===== config.mk =====
export PLATFORM = sky130hd
export DESIGN_NAME = instr_queue
export DESIGN_NICKNAME = d
export VERILOG_FILES = /design/src/rtl/instr_queue.sv
export SDC_FILE = /design/constraint.sdc
export NUM_CORES = 1
export LEC_CHECK = 0
export CAP_MARGIN = 20
export CORE_AREA = 2 2 84 78
export DETAILED_ROUTE_END_ITERATION = 16
export DIE_AREA = 0 0 86 80
export PLACE_DENSITY = 0.86
export RECOVER_POWER = 25
export SLEW_MARGIN = 30
export SYNTH_ARGS = -nofsm -noshare
export SYNTH_HDL_FRONTEND = slang
export SYNTH_SLANG_ARGS = --single-unit

===== constraint.sdc =====
create_clock -name clk -period 3.5 [get_ports clk]
set_clock_uncertainty 0.15 [all_clocks]
set_input_delay 0.525 -clock clk [delete_from_list [all_inputs] [get_ports clk]]
set_output_delay 0.525 -clock clk [all_outputs]
set_load 0.05 [all_outputs]

===== src/rtl/instr_queue.sv =====
// FIFO instruction queue between fetch and decode: registered dequeue output,
// occupancy flags, branch flush and sticky overflow/underflow error flags.
module instr_queue #(
  parameter  int WIDTH = 16,
  parameter  int DEPTH = 4,
  localparam int CW    = $clog2(DEPTH + 1)
) (
  input  logic             clk,
  input  logic             rst,
  input  logic [WIDTH-1:0] int_in,
  input  logic             IRWrite,
  input  logic             IRRead,
  input  logic             flush,
  output logic [WIDTH-1:0] int_out,
  output logic             out_valid,
  output logic             full,
  output logic             empty,
  output logic [CW-1:0]    count,
  output logic             err_overflow,
  output logic             err_underflow
);

  localparam int AW = $clog2(DEPTH);

  logic [WIDTH-1:0] mem [DEPTH];
  logic [AW-1:0]    wr_ptr;
  logic [AW-1:0]    rd_ptr;
  logic             rd_ok;
  logic             wr_ok;

  assign full  = (count == CW'(DEPTH));
  assign empty = (count == '0);

  // A read frees a slot in the same cycle, so a write on full is accepted with it.
  assign rd_ok = IRRead & ~empty & ~flush;
  assign wr_ok = IRWrite & ~flush & (~full | IRRead);

  // Storage is never cleared; only the pointers define what is live.
  always_ff @(posedge clk) begin
    if (!rst && wr_ok) begin
      mem[wr_ptr] <= int_in;
    end
  end

  always_ff @(posedge clk) begin
    if (rst) begin
      wr_ptr        <= '0;
      rd_ptr        <= '0;
      count         <= '0;
      int_out       <= '0;
      out_valid     <= 1'b0;
      err_overflow  <= 1'b0;
      err_underflow <= 1'b0;
    end else if (flush) begin
      wr_ptr    <= '0;
      rd_ptr    <= '0;
      count     <= '0;
      out_valid <= 1'b0;
    end else begin
      out_valid <= rd_ok;
      if (wr_ok) begin
        wr_ptr <= wr_ptr + AW'(1);
      end
      if (rd_ok) begin
        int_out <= mem[rd_ptr];
        rd_ptr  <= rd_ptr + AW'(1);
      end
      case ({wr_ok, rd_ok})
        2'b10:   count <= count + CW'(1);
        2'b01:   count <= count - CW'(1);
        default: count <= count;
      endcase
      if (IRWrite && full && !IRRead) begin
        err_overflow <= 1'b1;
      end
      if (IRRead && empty) begin
        err_underflow <= 1'b1;
      end
    end
  end

endmodule


# Word-level counts from Yosys, hierarchy flattened
# Memories as Yosys holds them, arrays and structs flattened. A register that Yosys moved wholly into a read port is not among the register bits.
# Cells that the tools add are included.
# word_totals
out_inout_bits,24
elab_cells,37
n_memories,1
input_bits,21
ramBits,64
regBits,10
# memory_table
name,depth,width,read_ports,rd_ports_with_merged_regs,write_ports,line,rtl
mem,4,16,1,1,1,25,logic [WIDTH-1:0] mem [DEPTH];
# classes
addsub,4
n_eq_ne,3
muxes,3
reduce_logical,12
bitwise,8
# op_table
operator,n
case mux 3 bit (2 select lines),1
AND reduction 2 bit,3
"adder 2 x 1 -> 2 bit, second input constant",2
AND 1 bit,4
logical AND 1 bit,4
"adder 3 x 1 -> 3 bit, second input constant",1
"== test 3 bit, second input constant",1
zero test 3 bit,1
NOT 1 bit,3
"subtractor 3 x 1 -> 3 bit, second input constant",1
"== test 2 x 1 -> 1 bit, second input constant",1
"== test 2 bit, second input constant",1
zero test 1 bit,2
2-to-1 mux 1 bit,2
nonzero test 2 bit,1
OR reduction 2 bit,1
OR 1 bit,1

# Logic depth before layout (Yosys ltp)
# Gate-level depths: netlist (run 1).
# depth
ltp_word,7
mapped_depth,8
ltp_nobuf,8

# Least setup slack after synthesis (run 1)
# Ideal clock, no wire load.
# synth_timing
path_kind,register -> register
start,register count[2]
end,register count[2]
slack_ps,821
period_less_slack_ps,2679
arrival_ps,2459
stages_incl_launch_ff,9
t_required_ps,3280
setup_time_ps,70
n_path_buf,0
path_cell_list,dfxtp_1 -> nor4b_2 -> or2_1 -> ha_1 -> inv_1 -> fa_1 -> xor2_1 -> or3_1 -> a21oi_1
# synth_via
elab_chain_len,6
word_cells_on_any_way,14
cone_classes,add/sub: 2; eq/ne: 3; mux: 1; bitwise: 6; reduce/logical: 2
# synth_lines
item,line,rtl
from (decl),18,"output logic [CW-1:0] count,"
from (signal assigned),69,2'b10: count <= count + CW'(1);
from (signal assigned),70,2'b01: count <= count - CW'(1);
from (signal assigned),71,default: count <= count;
== test 3 bit or zero test 3 bit (tied branches),"31, 32",
NOT 1 bit (on tied branches),"36, 35",
OR 1 bit or AND 1 bit (tied branches),"36, 35",
AND 1 bit (on tied branches),"36, 35",
== test 2 x 1 -> 1 bit or == test 2 bit (tied branches),68,"case ({wr_ok, rd_ok})"
case mux 3 bit (2 select lines) or nonzero test 2 bit (tied branches),-,
# Parallel ways exist; a longest one is shown, timed or not.
# A chain may end at the register's enable or synchronous reset.

# Worst setup path after layout (run 1)
# layout_timing
start,input IRRead
end,register count[2]
# layout_via
elab_chain_len,4
word_cells_on_any_way,8
cone_classes,eq/ne: 2; mux: 1; bitwise: 4; reduce/logical: 1
# layout_lines
item,line,rtl
from (decl),12,"input logic IRRead,"
AND 1 bit or OR 1 bit (tied branches),"35, 36",
AND 1 bit (on tied branches),"35, 36",
== test 2 x 1 -> 1 bit or == test 2 bit (tied branches),68,
case mux 3 bit (2 select lines) or nonzero test 2 bit (tied branches),-,
# Parallel ways exist; a longest one is shown, timed or not.

==> results.md, run 1 <==
Layout:
- The number of inserted filler cells in the final layout is 401.
- The net count of the finished layout is 264.
- With fillers left out, the area of the finished cells amounts to 4083 sq um.
- Relative to the synthesized area, the layout overhead comes to 19.83%.
- 0 antenna diodes ended up in the layout.
- The fraction of final layout cells sized beyond drive strength 1 is 12.45%.
- The finished layout holds 313 standard cells, fillers aside.
- For this run, the share of the core covered by cells in the final layout is 68.28%.

Drt:
- For this block, the initial DRC count from the detailed router was 116.
- The first TritonRoute pass finished after 4 iterations.
- The detailed-route via count is 1774.
- The post-route DRC violation count is 0.
- The routed via count divided by cell count is 5.668.
- Once detail routing completed, the nets flagged for antenna violations numbered 0.
- The routed wire length is 5667 microns.
- The average routed wire per standard cell is 18.11 microns.

Timing:
- The ratio of final minimum period to clock period is 78.02%.
- Headroom to the max-slew limit came out at 45.23%.
- In the post-route analysis, the smallest setup slack over all paths is 0.7692 ns.
- In the final timing run, aggregate negative setup slack is 0 ns.
- Setup violations remaining at the end of the flow were counted as 0.
- The final hold slack is 0.3262 ns.
- The transition time at the pin with the least slew margin is 0.8204 ns.
- The number of failing hold endpoints at the final stage is 0.
- Subtracting the final worst setup slack from the clock period gives 2.731 ns.
- Derived from the worst setup path, the maximum achievable clock frequency is 366.2 MHz.
- The final number of max-transition violations was 0.
- Setup repair after global routing left no endpoint under its margin.

Setup path:
- The critical path goes through clkdlybuf4s50_1 -> nor4b_2 -> or2_1 -> ha_1 -> inv_1 -> fa_1 -> xor2_1 -> or3_1 -> a21oi_1.
- At the worst endpoint, the arrival time is 2.85 ns.
- The worst-path cell with the longest stage delay is clkdlybuf4s50_1.
- The maximum net fanout on the critical path is 6.
- STA classifies the critical path startpoint as an input port.
- The category of the critical setup timing path is input port to flop.
- STA puts the critical path data required time at 3.62 ns.
- The delay of the slowest critical-path stage is 0.45 ns.
- STA classifies the critical path endpoint as a flop.

Pwr:
- The highest ir drop seen on vdd is 178.6 uV.
- The analysis attributes to cell leakage a power of 1.350 nW.
- The overall power consumption is 1.850 mW.
- The areal power density over the cells is 453.2 nW/um^2.

Floorplan:
- The height of the die is 80 microns.
- The total area inside the core boundary comes to 5979 sq um.
- The initial cell density of the core is 56.98%.
- The top-level port count is 45.
- The site row count is 27.
- The width of the die is 86 microns.
- The die covers 6880 sq um.

Placement:
- The post-placement cell area is 3916 sq um.
- Port buffering added 44 buffers.
- The HPWL after detailed placement is 3737 microns.
- At the end of routability-driven placement, the weighted congestion stood at 0.7191.
- The worst setup slack after placement is 0.3839 ns.
- The cell count after placement is 298.

Hold path:
- The kind of path behind the tightest hold check is flop to flop.

GRT:
- Entering global routing, the biggest net connects 19 pins.
- The number of antenna violations at the first check in global routing is 0.
- The first-pass GRT wire length is 8956 microns.
- For this run the aggregate overflow at the end of global routing stands at 0.
- The global routing usage summed across all routing layers is 18.02%.
- The via count of the first global-routing pass is 1801.

Logic synthesis:
- The post-synthesis area per instance is 18.52 sq um.
- In this run the cell area of the synthesized design comes to 3407 sq um.
- The net count after synthesis is 211.
- The count of distinct cell types in the synthesized netlist is 35.
- The Yosys step of the flow raised 0 warnings.
- The synthesized design spends more area on one cell type than any other, namely edfxtp_1.
- The number of instances in the synthesized netlist is 184.
- In the post-synthesis netlist, the biggest area contributors are edfxtp_1, dfxtp_1, mux4_1, mux4_2, a22o_1.
- The sequential cell area fraction in the yosys report is 71.69%.
- The portion of synthesized cell area occupied by the leading cell type is 56.41%.
- The synthesized design contains 90 register bits.

CTS:
- The CTS tree is built.
- The clock passes through at most 2 buffers.
- For this design, the sink count on the clock tree is 90.
- The number of hold buffers added after CTS is 0.
- The number of buffers inserted by post-CTS setup repair is 0.
- Buffers inserted during clock tree synthesis total 9.
- After clock tree synthesis, the clock-pin slew on the worst setup and hold paths is 0.08 ns.
- The post-cts resize count is 0.
- CTS built an H-tree with a depth of 3.
- The clock network latency to the later pin of the worst-skew pair is 0.34 ns.
- The cell sitting at the root of the clock tree is a clkbuf_8.

Run:
- The count of max-cap constraint violations is 0.

Outcome:
- The run finished with clean final reports.
## worst max-delay path, delay by kind of cell
kind | cells | cell delay [ns]
AOI/OAI and AO/OA | 1 | 0.15
xor gates and xnor gates | 1 | 0.16
adders and majority gates | 2 | 0.55
buffers and inverters | 2 | 0.51
and+or+nand+nor | 3 | 0.95
## per-layer routing
metal | vias up | global-route usage [%] | routed length (microns)
met5 | - | 0 | 0
met4 | 0 | 6.508 | 42
met3 | 4 | 5.791 | 254
met2 | 46 | 29.69 | 2900
met1 | 889 | 22.48 | 2469
li1 | 835 | - | -
## cells in the final DEF, fill, tap and decap left out, types with 4 or more instances in the layout
| master | n |
|---|---|
| inv_1 | 6 |
| mux4_1 | 8 |
| nor2_1 | 7 |
| buf_4 | 6 |
| mux4_2 | 8 |
| ha_1 | 5 |
| dfxtp_1 | 26 |
| a21oi_1 | 5 |
| clkdlybuf4s50_1 | 32 |
| dlygate4sd3_1 | 12 |
| and2_1 | 4 |
| a22o_1 | 16 |
| clkbuf_8 | 11 |
| edfxtp_1 | 64 |
| clkbuf_1 | 4 |
## path summary, 6_finish.rpt
kind	end	slack, ns	cells past startpoint	start
worst max register to register	count[2]	0.95	8	count[2]
worst max-delay path	count[2]	0.77	9	IRRead
worst min register to register	int_out[9]	0.33	1	int_out[9]
worst min-delay path	int_out[9]	0.33	1	int_out[9]
## cells in the mapped netlist
cell	number
a21oi_1	5
a22o_1	16
a31oi_1	2
and2_1	4
and3_1	1
buf_12	1
buf_2	1
buf_4	3
buf_6	1
clkbuf_1	2
dfxtp_1	26
edfxtp_1	64
fa_1	1
ha_1	5
inv_1	6
inv_2	1
mux4_1	8
mux4_2	8
nand2_1	1
nand2b_1	2
nor2_1	7
nor3_1	1
nor3_2	1
nor3_4	1
nor4b_2	1
o211ai_1	1
o21ai_0	3
o21ai_1	1
o21ba_1	1
o31ai_1	1
or2_1	1
or2_2	1
or3_1	3
or4_1	1
xor2_1	2
## sequential cells by signal, summed over array words and instances (netlist names)
name           cells
count              3
err_overflow       1
err_underflow      1
int_out           16
mem               64
out_valid          1
rd_ptr             2
wr_ptr             2
## cell families (layout without fill, tap and decap cells)
group | Yosys count | in the layout | share of synthesized area (%)
buffers and inverters | 15 | 72 | 2.717
AOI/OAI and AO/OA | 30 | 30 | 6.537
xor gates and xnor gates | 2 | 2 | 0.5142
muxes | 16 | 16 | 11.46
DFF | 90 | 90 | 71.69
and+or+nand+nor | 25 | 25 | 4.664
adders and majority gates | 6 | 6 | 2.424
## area by class of cell
type,count,area [sq um],share of cell area (%)
inverters,7,26.28,0.6436
multi-input cells,79,872.1,21.36
repair buffers,50,485.5,11.89
clock buffers,15,166.4,4.076
well taps,72,90.09,2.207
flip-flops and latches,90,2442,59.82
## power by group
part / switching (mW) / total [mW] / internal, mW
sequential: 0.00521 / 1.15 / 1.15
clock: 0.309 / 0.604 / 0.295
combinational: 0.0517 / 0.0911 / 0.0394
Note: power is estimated with default switching activity, not from simulation.
==> run 2: changes to the inputs <==
CORE_AREA = 2 2 87 81   (was 2 2 84 78)
DIE_AREA = 0 0 89 83   (was 0 0 86 80)
PLACE_DENSITY = 0.81   (was 0.86)
clock period = 2.65 ns   (was 3.5 ns; I/O delays follow)
==> results.md, run 2 (synthesized netlist as in run 1, its figures left out) <==
Timing:
- The maximum achievable frequency is 393.0 MHz.
- The final number of max-transition violations was 0.
- For the pin with the worst max-slew slack, the measured transition is 0.7836 ns.
- Headroom to the max-slew limit came out at 47.69%.
- The ratio of final minimum period to clock period is 96.03%.
- Setup violations remaining at the end of the flow were counted as 0.
- Setup repair after global routing left no endpoint under its margin.
- The number of failing hold endpoints at the final stage is 0.
- The post-layout minimum cycle time is 2.545 ns.
- The worst path meets setup with 0.1053 ns of slack.

CTS:
- The number of levels in the clock H-tree is 3.
- The count of clock tree sinks is 90.
- The longest clock path from root to sink contains 2 buffers.
- After clock tree synthesis, the repair step resized 0 gates.
- The CTS tree is built.
- Clock tree synthesis inserted a total of 9 buffers.
- The root cell of the clock tree is clkbuf_8.
- The number of buffers inserted by post-CTS setup repair is 0.
- The clock edge transition at the registers on the reported setup and hold paths is 0.08 ns.
- The number of hold buffers added after CTS is 0.
- The clock network latency to the later pin of the worst-skew pair is 0.35 ns.

Setup path:
- The critical path is of the flop to output port type.
- For the worst setup path, the data arrival time is 2.00 ns.
- On the critical path, the stage with the largest delay is an instance of clkdlybuf4s50_1.
- Walking the worst path, the cells encountered are nor3_4 -> clkdlybuf4s50_1.
- The critical path's top delay family is buffers and inverters.
- The largest single stage delay on the critical path is 0.88 ns.
- The worst setup path is launched from a flop.
- The critical path endpoint category is an output port.
- Counting both buffers and inverters, the worst setup path holds a total of 1.
- For the worst setup path, the data required time is 2.10 ns.
- The maximum net fanout on the critical path is 9.

Layout:
- The diode insertion count for antenna repair is 0.
- Of the cells placed in the final design, the portion with a size suffix greater than 1 is 15.45%.
- The growth of design area from synthesis to finish is 22.95%.
- The net count of the finished layout is 268.
- The number of flip-flops in the largest register is 64.
- The post-route cell area is 4189 sq um.
- mem holds more flip-flops than any other register.
- The largest registers in the layout are mem x64, int_out x16, count x3.
- The most common cell after layout, fill and taps aside is edfxtp_1.
- The library cells used most frequently in the layout, excluding fill and tap cells, are edfxtp_1, clkdlybuf4s50_1, dfxtp_1.

Placement:
- Once placement finished, the instance area stood at 4020 sq um.
- Detailed placement finished with a half-perimeter wire length of 3768 microns.
- Port buffering added 44 buffers.
- The routability-driven placement congestion ratio is 0.7525.
- The worst setup slack after placement is -0.06933 ns.

Drt:
- The routed wire length is 5786 microns.
- For this block, the initial DRC count from the detailed router was 136.
- Dividing the detail-routed wire length by the instance count gives 17.22 microns.
- The post-route DRC violation count is 0.
- The detailed-routing iteration count for the pre-antenna-repair pass is 5.
- The count of nets left with antenna violations once routing finished came out at 0.
- After detailed routing, the number of vias per cell comes to 5.414.
- The detailed-route via count is 1819.

Floorplan:
- The floorplan has 28 rows.
- Measured along the x axis, the die boundary spans 89 microns.
- In this run the vertical extent of the chip is 83 microns.
- The standard cell core area is 6446 sq um.
- The area of the die is 7387 sq um.
- For this configuration, the core starts out at a cell density of 52.85%.
- For this design the top-level I/O count stands at 45.

Pwr:
- The areal power density over the cells is 588.0 nW/um^2.
- Summed over all cells, the static leakage comes to 1.377 nW.
- The highest ir drop seen on vdd is 356.7 uV.
- The overall power consumption is 2.463 mW.

GRT:
- The number of antenna violations at the first check in global routing is 0.
- The pin count of the biggest net entering global routing is 19.
- Across every metal layer, demand over resource in global routing totals 16.93%.
- The via count of the first global-routing pass is 1784.
- The first global-routing pass estimated 9114 microns of wire.
- For this run the aggregate overflow at the end of global routing stands at 0.

Outcome:
- The flow ran to the end, and the final reports show no timing, DRC or antenna violations.

Hold path:
- The path class of the tightest hold or removal check is flop to flop.

Run:
- The tool flagged a number of max-cap violations equal to 0.
## run 2: changes by cell type in the layout (fill, tap and decap cells not counted), moves of 2 or more
cell,delta
buf_12,+4
clkbuf_8,-2
clkbuf_1,-3
clkinvlp_4,+2
## run 2: worst paths after layout
kind	start	endpoint	slack, ns	cells after the start
hold / removal	int_out[12]	int_out[12]	0.33	1
setup reg to reg	count[0]	count[2]	0.34	8
hold reg to reg	int_out[12]	int_out[12]	0.33	1
setup / recovery	count[0]	empty	0.11	2
## run 2: stage by stage
step	util (%)	hold WS, ns	setup TNS [ns]	instances
after floorplan	-	0.3199	0	184
after global placement	62.36	0.3068	0	320
after detailed placement	62.36	0.3133	-0.06933	320
after CTS	64.98	0.3352	0	336
after global routing	64.98	0.3501	0	336
final	64.98	0.3326	0	336
## run 2: report_power, final
group / internal, mW / leakage [nW] / total (mW) / switching (mW)
Sequential: 1.52 / 0.789 / 1.53 / 0.00737
Clock: 0.341 / 0.0803 / 0.812 / 0.471
Combinational: 0.0569 / 0.508 / 0.126 / 0.0692
Total: 1.92 / 1.38 / 2.46 / 0.547
## run 2: metal layers
metal | wire [microns] | GRT usage (%)
met2 | 2878 | 26.59
met3 | 409 | 3.976
met4 | 66 | 6.920
met5 | 0 | 0
met1 | 2431 | 22.80
## run 2: area by class of cell
type	instances	area (sq um)
clock buffers	10	127.6
multi-input cells	79	872.1
inverters	7	26.28
clock inverters	6	41.29
well taps	90	112.6
flip-flops and latches	90	2444
fillers	476	2257
repair buffers	54	565.5
==> run 3: changes to the inputs <==
HOLD_SLACK_MARGIN = 0.15   (was default)
MAX_ROUTING_LAYER = met4   (was default)
==> results.md, run 3 (synthesized netlist as in run 1, its figures left out) <==
Outcome:
- The flow ran to the end, and the final reports show no timing, DRC or antenna violations.

Floorplan:
- The area of the die is 7387 sq um.
- The initial cell density of the core is 52.85%.
- The die is 83 microns tall.
- The site row count is 28.
- Pin placement for this block handled 45 I/O pins.
- The standard cell core area is 6446 sq um.
- In this run the horizontal extent of the chip is 89 microns.

Placement:
- During placement, the flow inserted port buffers numbering 44.
- Summed over all nets, the half-perimeter wirelength after detailed placement is 3768 microns.
- Routability-driven placement finished with a final weighted congestion of 0.7621.

Timing:
- The maximum achievable frequency is 420.8 MHz.
- Of the available clock period, the critical path in the final layout requires 89.67%.
- The transition time at the pin with the least slew margin is 0.8068 ns.
- Setup repair after global routing left no endpoint under its margin.
- The tightest slew margin relative to the limit is 46.14%.
- Setup violations remaining at the end of the flow were counted as 0.
- The number of failing hold endpoints at the final stage is 0.
- The final number of max-transition violations was 0.
- Counting I/O delays and the setup requirement, the final critical path takes 2.376 ns.
- The total negative slack is 0 ns.

Drt:
- The detail route stage leaves a number of antenna-violating nets equal to 0.
- After detailed routing, the total wire length is 5800 microns.
- After detailed routing, the average wire length per cell comes to 17.26 microns.
- Across all layers, the routed design uses 1806 vias.
- For this run, design rule violations remaining after detail routing come to 0.
- After detailed routing, the number of vias per cell comes to 5.375.
- The detailed router finished its first iteration with 141 violations.
- The detailed-routing iteration count for the pre-antenna-repair pass is 4.

CTS:
- The TritonCTS buffer count is 9.
- The clock edge transition at the registers on the reported setup and hold paths is 0.08 ns.
- The CTS tree is built.
- The clock drives 90 sinks.
- The root cell of the clock tree is clkbuf_8.
- The buffer levels on the longest clock path is 2.
- The H-tree was split into 3 levels.
- In this run the post-CTS setup repair buffer count came out at 0.
- Clock latency on the worst-skew pair, taken at its later pin, is 0.36 ns.

Pwr:
- The internal power is 1.916 mW.
- In this run the power spent charging and discharging nets is 0.5501 mW.
- The worst-case IR drop observed on VDD is 356.2 uV.
- The clock network accounts for 33.0% of the total power.
- The areal power density over the cells is 588.3 nW/um^2.
- Combinational logic burns 5.1% of the power.
- Net switching is 22.31% of the power.
- The leakage power is 1.379 nW.
- The sequential power share is 61.9%.
- The overall power consumption is 2.466 mW.

Setup path:
- In this run the worst path has a maximum fanout of 5.
- The launching element type of the critical path is a flop.
- STA classifies the critical path endpoint as an output port.
- The worst setup path is of the flop to output port kind.
- STA puts the critical path data required time at 2.10 ns.
- For the worst setup path, the data arrival time is 1.83 ns.

GRT:
- The global routing usage summed across all routing layers is 17.48%.
- The pin count of the biggest net entering global routing is 19.
- Global routing finished with a remaining overflow of 0.
- The first-pass GRT wire length is 9135 microns.
- The via count of the first global-routing pass is 1781.
- The number of antenna violations at the first check in global routing is 0.

Layout:
- The register containing the most flip-flops in the final layout is mem.
- The number of flip-flops in the largest register is 64.
- The growth of design area from synthesis to finish is 23.03%.
- The top cell types in the final layout, fill and taps aside, are edfxtp_1, clkdlybuf4s50_1, dfxtp_1.
- The largest registers in the layout are mem x64, int_out x16, count x3.
- The most common cell after layout, fill and taps aside is edfxtp_1.
- The number of inserted filler cells in the final layout is 476.
- The diode insertion count for antenna repair is 0.
- The final layout contains 268 nets.
- The fraction of final layout cells sized beyond drive strength 1 is 15.45%.

Run:
- The count of max-cap constraint violations is 0.

Hold path:
- The kind of path behind the tightest hold check is flop to flop.
run 3: cell types whose count changed in the layout (fill, tap and decap cells not counted), sizes merged:
| cell | previous run | this run |
|---|---|---|
| clkdlybuf4s50 | 32 | 31 |
| dlymetal6s2s | 0 | 1 |
run 3: cell type report:
class                      count  area (sq um)  share of cell area [%]
timing repair buffer          54         568.0                   13.55
multi-input combinational     79         872.1                   20.81
clock inverter                 6         41.29                  0.9851
inverter                       7         26.28                  0.6269
clock buffer                  10         127.6                   3.045
tap                           90         112.6                   2.687
sequential                    90          2444                   58.30
run 3: power groups by stage:
stage          Combinational, mW  Clock (mW)  Sequential (mW)
2_1_floorplan             0.0446           0             1.57
3_3_place_gp               0.126           0             1.56
3_5_place_dp               0.131           0             1.56
4_1_cts                    0.131       0.825             1.53
5_1_grt                    0.136       0.874             1.53
6_report                   0.127       0.814             1.53
run 3: critical path, cell delays in order, from the launching register on:
cell	delay, ns
dfxtp_1	0.48
inv_1	0.12
and3_1	0.17
clkdlybuf4s50_1	0.70
run 3: metal layers:
layer / share of wire (%) / track usage, %
met5: 0 / -
met4: 2.0 / 6.920
met3: 6.2 / 3.877
met2: 49 / 26.59
met1: 43 / 23.08
run 3: what timing repair did:
item	CTS	global route
resized for setup	0	1
hold endpoints to repair	0	0
hold buffers	0	0
endpoints found under the setup margin	0	1
run 3: final timing paths:
check | start | to | slack [ns] | cells past startpoint
max reg2reg | count[0] | count[2] | 0.34 | 8
min | int_out[9] | int_out[9] | 0.33 | 1
min reg2reg | int_out[9] | int_out[9] | 0.33 | 1
max | count[0] | full | 0.27 | 3
run 3: stage by stage:
| step | hold slack, ns | util, % | instance area, sq um | instances | setup slack (ns) |
|---|---|---|---|---|---|
| 3_5_place_dp | 0.3133 | 62.36 | 4020 | 320 | -0.06933 |
| 6_report | 0.3291 | 65.02 | 4192 | 336 | 0.2738 |
| 5_1_grt | 0.3501 | 65.02 | 4192 | 336 | 0.1729 |
| 4_1_cts | 0.3352 | 64.98 | 4189 | 336 | 0.09451 |
| 2_1_floorplan | 0.3199 | - | 3408 | 184 | 0.09693 |
| 3_3_place_gp | 0.3068 | 62.36 | 4020 | 320 | 0.02044 |
